$ cat src/rtl/imem_loader_pkg.sv
// Shared constants for the instruction-memory loader: FSM encoding and stream framing.
package imem_loader_pkg;

    localparam logic [2:0] S_IDLE  = 3'd0;
    localparam logic [2:0] S_LEN   = 3'd1;
    localparam logic [2:0] S_DATA  = 3'd2;
    localparam logic [2:0] S_WRITE = 3'd3;
    localparam logic [2:0] S_CHK   = 3'd4;
    localparam logic [2:0] S_DONE  = 3'd5;

    localparam int unsigned DATA_WIDTH_DEF = 32;
    localparam int unsigned BYTES_PER_WORD = DATA_WIDTH_DEF / 8;
    localparam int unsigned LEN_BYTES      = 1;

    // States in which the loader accepts stream bytes
    function automatic logic is_rx_state(input logic [2:0] s);
        return (s == S_LEN) || (s == S_DATA) || (s == S_CHK);
    endfunction

endpackage

$ cat src/rtl/imem_loader_if.sv
// Byte-stream input and instruction-memory write port of the loader.
interface imem_loader_if #(
    parameter int unsigned ADD_WIDTH  = 8,
    parameter int unsigned DATA_WIDTH = 32
);
    logic [7:0]            in_data;
    logic                  in_valid;
    logic                  in_ready;
    logic                  WE;
    logic [ADD_WIDTH-1:0]  A;
    logic [DATA_WIDTH-1:0] WD;

    modport master (input in_data, in_valid, output in_ready, WE, A, WD);
    modport slave  (output in_data, in_valid, input in_ready, WE, A, WD);
endinterface

$ cat src/rtl/imem_byte_packer.sv
// Packs accepted bytes MSB-first into a word; flags the byte that completes a word.
module imem_byte_packer #(
    parameter int unsigned DATA_WIDTH = 32
) (
    input  logic                  clk,
    input  logic                  rst,
    input  logic                  i_clr,
    input  logic                  i_shift,
    input  logic [7:0]            i_byte,
    output logic                  o_word_full_c,
    output logic [DATA_WIDTH-1:0] o_word
);
    localparam int unsigned BPW   = DATA_WIDTH / 8;
    localparam int unsigned CNT_W = (BPW > 1) ? $clog2(BPW) : 1;

    logic [CNT_W-1:0]      r_cnt;
    logic [DATA_WIDTH-1:0] r_word;

    assign o_word_full_c = i_shift && (r_cnt == CNT_W'(BPW - 1));
    assign o_word        = r_word;

    always_ff @(posedge clk or posedge rst) begin
        if (rst) begin
            r_cnt  <= '0;
            r_word <= '0;
        end else if (i_clr) begin
            r_cnt  <= '0;
            r_word <= '0;
        end else if (i_shift) begin
            r_word <= DATA_WIDTH'({r_word, i_byte});
            r_cnt  <= o_word_full_c ? '0 : r_cnt + CNT_W'(1);
        end
    end

endmodule

$ cat src/rtl/imem_loader.sv
// Streams a length-prefixed program into instruction memory and holds the CPU in reset until done.
// Optional trailing XOR checksum byte: define IMEM_LOADER_CHKSUM_EN.
module imem_loader
    import imem_loader_pkg::*;
#(
    parameter int unsigned ADD_WIDTH  = 8,
    parameter int unsigned DATA_WIDTH = BYTES_PER_WORD * 8
) (
    input  logic           clk,
    input  logic           rst,
    input  logic           start,
    imem_loader_if.master  bus,
    output logic           busy,
    output logic           done,
    output logic           err,
    output logic           cpu_rst_hold
);
    localparam int unsigned LEN_W = 8 * LEN_BYTES;

    logic [2:0]            r_state;
    logic [2:0]            w_next;
    logic                  w_accept;
    logic                  w_start_go;
    logic                  w_word_full;
    logic                  w_last_word;
    logic                  w_chk_bad;
    logic [DATA_WIDTH-1:0] w_word;
    logic [ADD_WIDTH-1:0]  r_wcnt;
    logic [ADD_WIDTH-1:0]  r_addr;
    logic                  r_in_ready;
    logic                  r_we;
    logic                  r_busy;
    logic                  r_done;
    logic                  r_hold;

    assign w_accept    = bus.in_valid && r_in_ready;
    assign w_start_go  = start && ((r_state == S_IDLE) || (r_state == S_DONE));
    assign w_last_word = (r_wcnt == '0);

    imem_byte_packer #(.DATA_WIDTH(DATA_WIDTH)) u_packer (
        .clk           (clk),
        .rst           (rst),
        .i_clr         (w_start_go),
        .i_shift       (w_accept && (r_state == S_DATA)),
        .i_byte        (bus.in_data),
        .o_word_full_c (w_word_full),
        .o_word        (w_word)
    );

    always_ff @(posedge clk or posedge rst) begin
        if (rst) r_state <= S_IDLE;
        else     r_state <= w_next;
    end

    always_comb begin
        w_next = r_state;
        case (r_state)
            S_IDLE, S_DONE: if (w_start_go) w_next = S_LEN;
            S_LEN:          if (w_accept) w_next = S_DATA;
            S_DATA:         if (w_accept && w_word_full) w_next = S_WRITE;
            S_WRITE: begin
                if (!w_last_word) w_next = S_DATA;
`ifdef IMEM_LOADER_CHKSUM_EN
                else              w_next = S_CHK;
`else
                else              w_next = S_DONE;
`endif
            end
`ifdef IMEM_LOADER_CHKSUM_EN
            S_CHK:          if (w_accept) w_next = S_DONE;
`endif
            default:        w_next = S_IDLE;
        endcase
    end

    // Handshake, write strobe and status are registered from the next state
    always_ff @(posedge clk or posedge rst) begin
        if (rst) begin
            r_in_ready <= 1'b0;
            r_we       <= 1'b0;
            r_addr     <= '0;
            r_wcnt     <= '0;
            r_busy     <= 1'b0;
            r_done     <= 1'b0;
            r_hold     <= 1'b1;
        end else begin
            r_in_ready <= is_rx_state(w_next);
            r_we       <= (w_next == S_WRITE);

            if (w_start_go)              r_addr <= '0;
            else if (r_state == S_WRITE) r_addr <= r_addr + ADD_WIDTH'(1);

            if ((r_state == S_LEN) && w_accept)
                r_wcnt <= ADD_WIDTH'(bus.in_data[LEN_W-1:0]);
            else if ((r_state == S_WRITE) && !w_last_word)
                r_wcnt <= r_wcnt - ADD_WIDTH'(1);

            if (w_start_go) begin
                r_busy <= 1'b1;
                r_done <= 1'b0;
                r_hold <= 1'b1;
            end else if ((w_next == S_DONE) && (r_state != S_DONE)) begin
                r_busy <= 1'b0;
                r_done <= 1'b1;
                r_hold <= w_chk_bad;
            end
        end
    end

`ifdef IMEM_LOADER_CHKSUM_EN
    logic [7:0] r_xor;
    logic       r_err;

    assign w_chk_bad = (r_state == S_CHK) && w_accept && (bus.in_data != r_xor);

    always_ff @(posedge clk or posedge rst) begin
        if (rst) begin
            r_xor <= '0;
            r_err <= 1'b0;
        end else if (w_start_go) begin
            r_xor <= '0;
            r_err <= 1'b0;
        end else begin
            if ((r_state == S_DATA) && w_accept) r_xor <= r_xor ^ bus.in_data;
            if (w_chk_bad)                       r_err <= 1'b1;
        end
    end

    assign err = r_err;
`else
    assign w_chk_bad = 1'b0;
    assign err       = 1'b0;
`endif

    assign bus.in_ready = r_in_ready;
    assign bus.WE       = r_we;
    assign bus.A        = r_addr;
    assign bus.WD       = w_word;
    assign busy         = r_busy;
    assign done         = r_done;
    assign cpu_rst_hold = r_hold;

endmodule

$ cat src/flat_wrapper.sv
// flat-port wrapper written by rule: the top's interface ports become plain ports
module imem_loader_flat import imem_loader_pkg::*;
#(
    parameter int unsigned ADD_WIDTH  = 8,
    parameter int unsigned DATA_WIDTH = BYTES_PER_WORD * 8
)
  (clk, rst, start, busy, done, err, cpu_rst_hold, bus_in_data, bus_in_valid, bus_in_ready, bus_WE, bus_A, bus_WD);
  imem_loader_if #(.ADD_WIDTH(ADD_WIDTH), .DATA_WIDTH(DATA_WIDTH)) bus_i ();
  input  logic clk;
  input  logic rst;
  input  logic start;
  output logic busy;
  output logic done;
  output logic err;
  output logic cpu_rst_hold;
  input wire logic [$bits(bus_i.in_data)-1:0] bus_in_data;
  input wire logic [$bits(bus_i.in_valid)-1:0] bus_in_valid;
  output wire logic [$bits(bus_i.in_ready)-1:0] bus_in_ready;
  output wire logic [$bits(bus_i.WE)-1:0] bus_WE;
  output wire logic [$bits(bus_i.A)-1:0] bus_A;
  output wire logic [$bits(bus_i.WD)-1:0] bus_WD;
  assign bus_i.in_data = bus_in_data;
  assign bus_i.in_valid = bus_in_valid;
  assign bus_in_ready = bus_i.in_ready;
  assign bus_WE = bus_i.WE;
  assign bus_A = bus_i.A;
  assign bus_WD = bus_i.WD;
  imem_loader #(.ADD_WIDTH(ADD_WIDTH), .DATA_WIDTH(DATA_WIDTH)) u_core (.clk(clk), .rst(rst), .start(start), .bus(bus_i), .busy(busy), .done(done), .err(err), .cpu_rst_hold(cpu_rst_hold));
endmodule
$ cat config.mk
export PLATFORM = sky130hd
export DESIGN_NAME = imem_loader_flat
export DESIGN_NICKNAME = d
export VERILOG_FILES = /design/src/rtl/imem_loader_pkg.sv /design/src/rtl/imem_loader_if.sv /design/src/rtl/imem_byte_packer.sv /design/src/rtl/imem_loader.sv /design/src/flat_wrapper.sv
export SDC_FILE = /design/constraint.sdc
export NUM_CORES = 1
export LEC_CHECK = 0
export ABC_CLOCK_PERIOD_IN_PS = 3070
export CAP_MARGIN = 20
export CORE_ASPECT_RATIO = 0.7
export CORE_MARGIN = 3
export CORE_UTILIZATION = 55
export DETAILED_ROUTE_END_ITERATION = 6
export PLACE_DENSITY = 0.84
export SLEW_MARGIN = 5
export SYNTH_ARGS = -nofsm -noshare
export SYNTH_HDL_FRONTEND = slang
export SYNTH_HIERARCHICAL = 1
export SYNTH_SLANG_ARGS = --single-unit
$ cat constraint.sdc
create_clock -name clk -period 3.07 [get_ports clk]
set_input_delay 0.307 -clock clk [delete_from_list [all_inputs] [get_ports clk]]
set_output_delay 0.307 -clock clk [all_outputs]
set_load 0.05 [all_outputs]
==> impl_metrics.toml <==
[sta]
slew_viol_final = 0
fmax_ghz = 0.511
timing.final.crit_share = 0.637
relSlewSlack = 0.399
clock_skew_ns = 0.00665
rsz0062_at_grt = "no"
worst_pin_slew_ns = 0.900
fin_setup_tns_ns = 0
layout_setup_ws_ns = 1.11
final-hold-violation-count = 0
min_period_ns = 1.96
finalSetupViolations = 0

[logic_synthesis]
synth-edff-count = 0
syn_inst = 251
seq_area_frac_synth = 0.528
yosysWarningCount = 6
yosys-top-cells-area = "dfrtp_1 (52%), mux2i_1 (13%), nor2_1 (7.0%), xor2_1 (2.2%), buf_12 (2.2%)"
synth_top_area_cell = "dfrtp_1"
yosysTopAreaCellShare = 0.519
async_flop_share = 1.00
synth_nets = 267
ys.flop_type = "dfrtp_1"
synth_area_sq_um = 2750
synth-seq-cells = 58
avgSynthCellArea_sq_um = 11.0
synth_cell_types = 42

[power]
switching_share = 0.404
seqPwrFrac = 0.358
p_clk_frac = 0.250
leakagePower_nw = 1.54
power_mw = 3.28
p_sw_mw = 1.32
irDropWorstVdd_uv = 724
power_density_nw_per_um2 = 929
combPwrFrac = 0.392
internal_power_mw = 1.95

[critical_path]
slowest_delay_ns = 0.79
worst-path-buf-inv = 1
critPathArrivalTime_ns = 1.65
end_kind = "primary output"
crit_family = "buffers and inverters"
cp_slowest_cell = "clkdlybuf4s50_1"
crit_required_ns = 2.76
worstPathMaxFanout = 2
crit_path_start_kind = "flop"
worstPathCellList = "clkdlybuf4s50_1"
path_class = "flop to primary output"

[cts]
cts_tree = "yes"
post_cts_buffers = 0
cts_buffers = 9
holdBufCountCts = 0
cts.sinks = 58
cts_resized = 0
clkTransAtPathRegs_ns = 0.06
htree_num_levels = 3
cts_max_path_buffers = 2
root_buffer = "clkbuf_8"
clkLatencyLatePin_ns = 0.33

[routing]
wl_per_cell_microns = 14.6
initialDrtViolationCount = 171
vias = 2041
drt_wl_total_microns = 5500
first_pass_iters = 5
ant_nets = 0
drc_errors = 0
viasPerCell = 5.43

[cells_and_area]
design_area_sq_um = 3530
antennaDiodeCount = 0
final_cell_mix = "dfrtp_1 (57), clkdlybuf4s50_1 (56), nor2_1 (51)"
final_common_cell = "dfrtp_1"
syn2layout_area_growth_pct = 28.3
final_nets = 321
drive_above_1_share = 0.0935

[die]
io_pins = 58
die_area_sq_um = 5900
die_w_microns = 90.5
fp.dieH_microns = 65.2
start_util = 0.601
core_sq_um = 4580
row_count = 20

[placed_design]
dpl-instance-area_sq_um = 3290
post-dp-hpwl_microns = 3750
dpl_worst_slack_ns = 0.954
port_buffers = 56
place.gp.congestion = 0.916

[grt]
overflow = 0
grt_pass1_vias = 1993
grt_usage = 0.207
grt_max_degree = 46
grt_pass1_wl_microns = 9610
antenna_found_initial = 0

[flow_run]
drv_cap = 0

[status]
outcome = "complete, no violations"

[min_path]
hold_path.class = "primary input to async pin"
-- cell families (layout without fill, tap and decap cells) --
kind of cell    count (synthesis)  in the layout  synth area share
buf+inv                        21             80            0.0546
xor+xnor                       12             12            0.0382
mux                            35             35             0.127
fa+ha+maj                       4              4            0.0182
compound gates                 27             27            0.0664
simple gates                   93             93             0.166
other cells                     1              1           0.00136
flops                          58             58             0.528
-- synthesized netlist by cell type (2+ instances only) --
master,instances
o21ai_0,7
ha_1,4
a21oi_1,9
nand4_1,6
nor3b_1,3
clkbuf_1,4
nand2_1,10
dfrtp_1,57
a21o_1,3
buf_4,2
buf_2,6
xor2_1,7
nor2_1,51
mux2i_1,35
inv_1,5
xnor2_1,5
or3_1,4
buf_12,3
and2_1,2
nor3_1,6
-- registers in the layout, indices dropped and copies added, names as in the netlist --
register	flops
u_core/bus.in_ready	1
u_core/r_wcnt	8
u_core/u_packer/r_cnt	2
u_core/busy	1
u_core/u_packer/o_word	32
u_core/r_state	3
u_core/bus.WE	1
u_core/bus.A	8
u_core/cpu_rst_hold	1
u_core/done	1
-- metal layers --
metal  global-route usage  wire length (microns)
met1                0.283                   2700
met2                0.307                   2430
met3               0.0698                    315
met4               0.0782                     55
met5                    0                      0
-- power by group through the flow --
stage / registers [mW] / clock network (mW) / logic (mW)
2_1_floorplan: 1.50 / 0 / 0.641
3_3_place_gp: 1.17 / 0 / 1.26
3_5_place_dp: 1.18 / 0 / 1.28
4_1_cts: 1.17 / 0.838 / 1.29
5_1_grt: 1.21 / 0.872 / 1.38
6_report: 1.17 / 0.819 / 1.28
-- final cells by class --
cell class / instances / area (sq um)
flip-flops and latches: 58 / 1450
inverters: 5 / 18.8
multi-input cells: 172 / 1160
repair buffers: 59 / 583
fillers: 288 / 1050
clock inverters: 6 / 105
clock buffers: 10 / 128
well taps: 66 / 82.6
-- metrics by stage --
| stage | hold WS (ns) | std cells | utilization |
|---|---|---|---|
| after floorplan | 0.321 | 251 | - |
| after global placement | 0.463 | 360 | 0.719 |
| after detailed placement | 0.470 | 360 | 0.719 |
| after CTS | 0.404 | 376 | 0.770 |
| after global routing | 0.445 | 376 | 0.770 |
| final | 0.396 | 376 | 0.770 |
-- worst paths after layout --
check	from	to	slack, ns	cells past startpoint
min in group clk	u_core/busy	u_core/busy	0.48	1
min reg2reg	u_core/busy	u_core/busy	0.48	1
max in group asynchronous	rst	u_core/r_wcnt[3]	2.01	2
min	rst	u_core/u_packer/o_word[0]	0.40	3
max reg2reg	u_core/r_state[0]	u_core/r_wcnt[0]	1.14	4
max	u_core/cpu_rst_hold	cpu_rst_hold	1.11	1
Power figures use the tool's default switching activity.
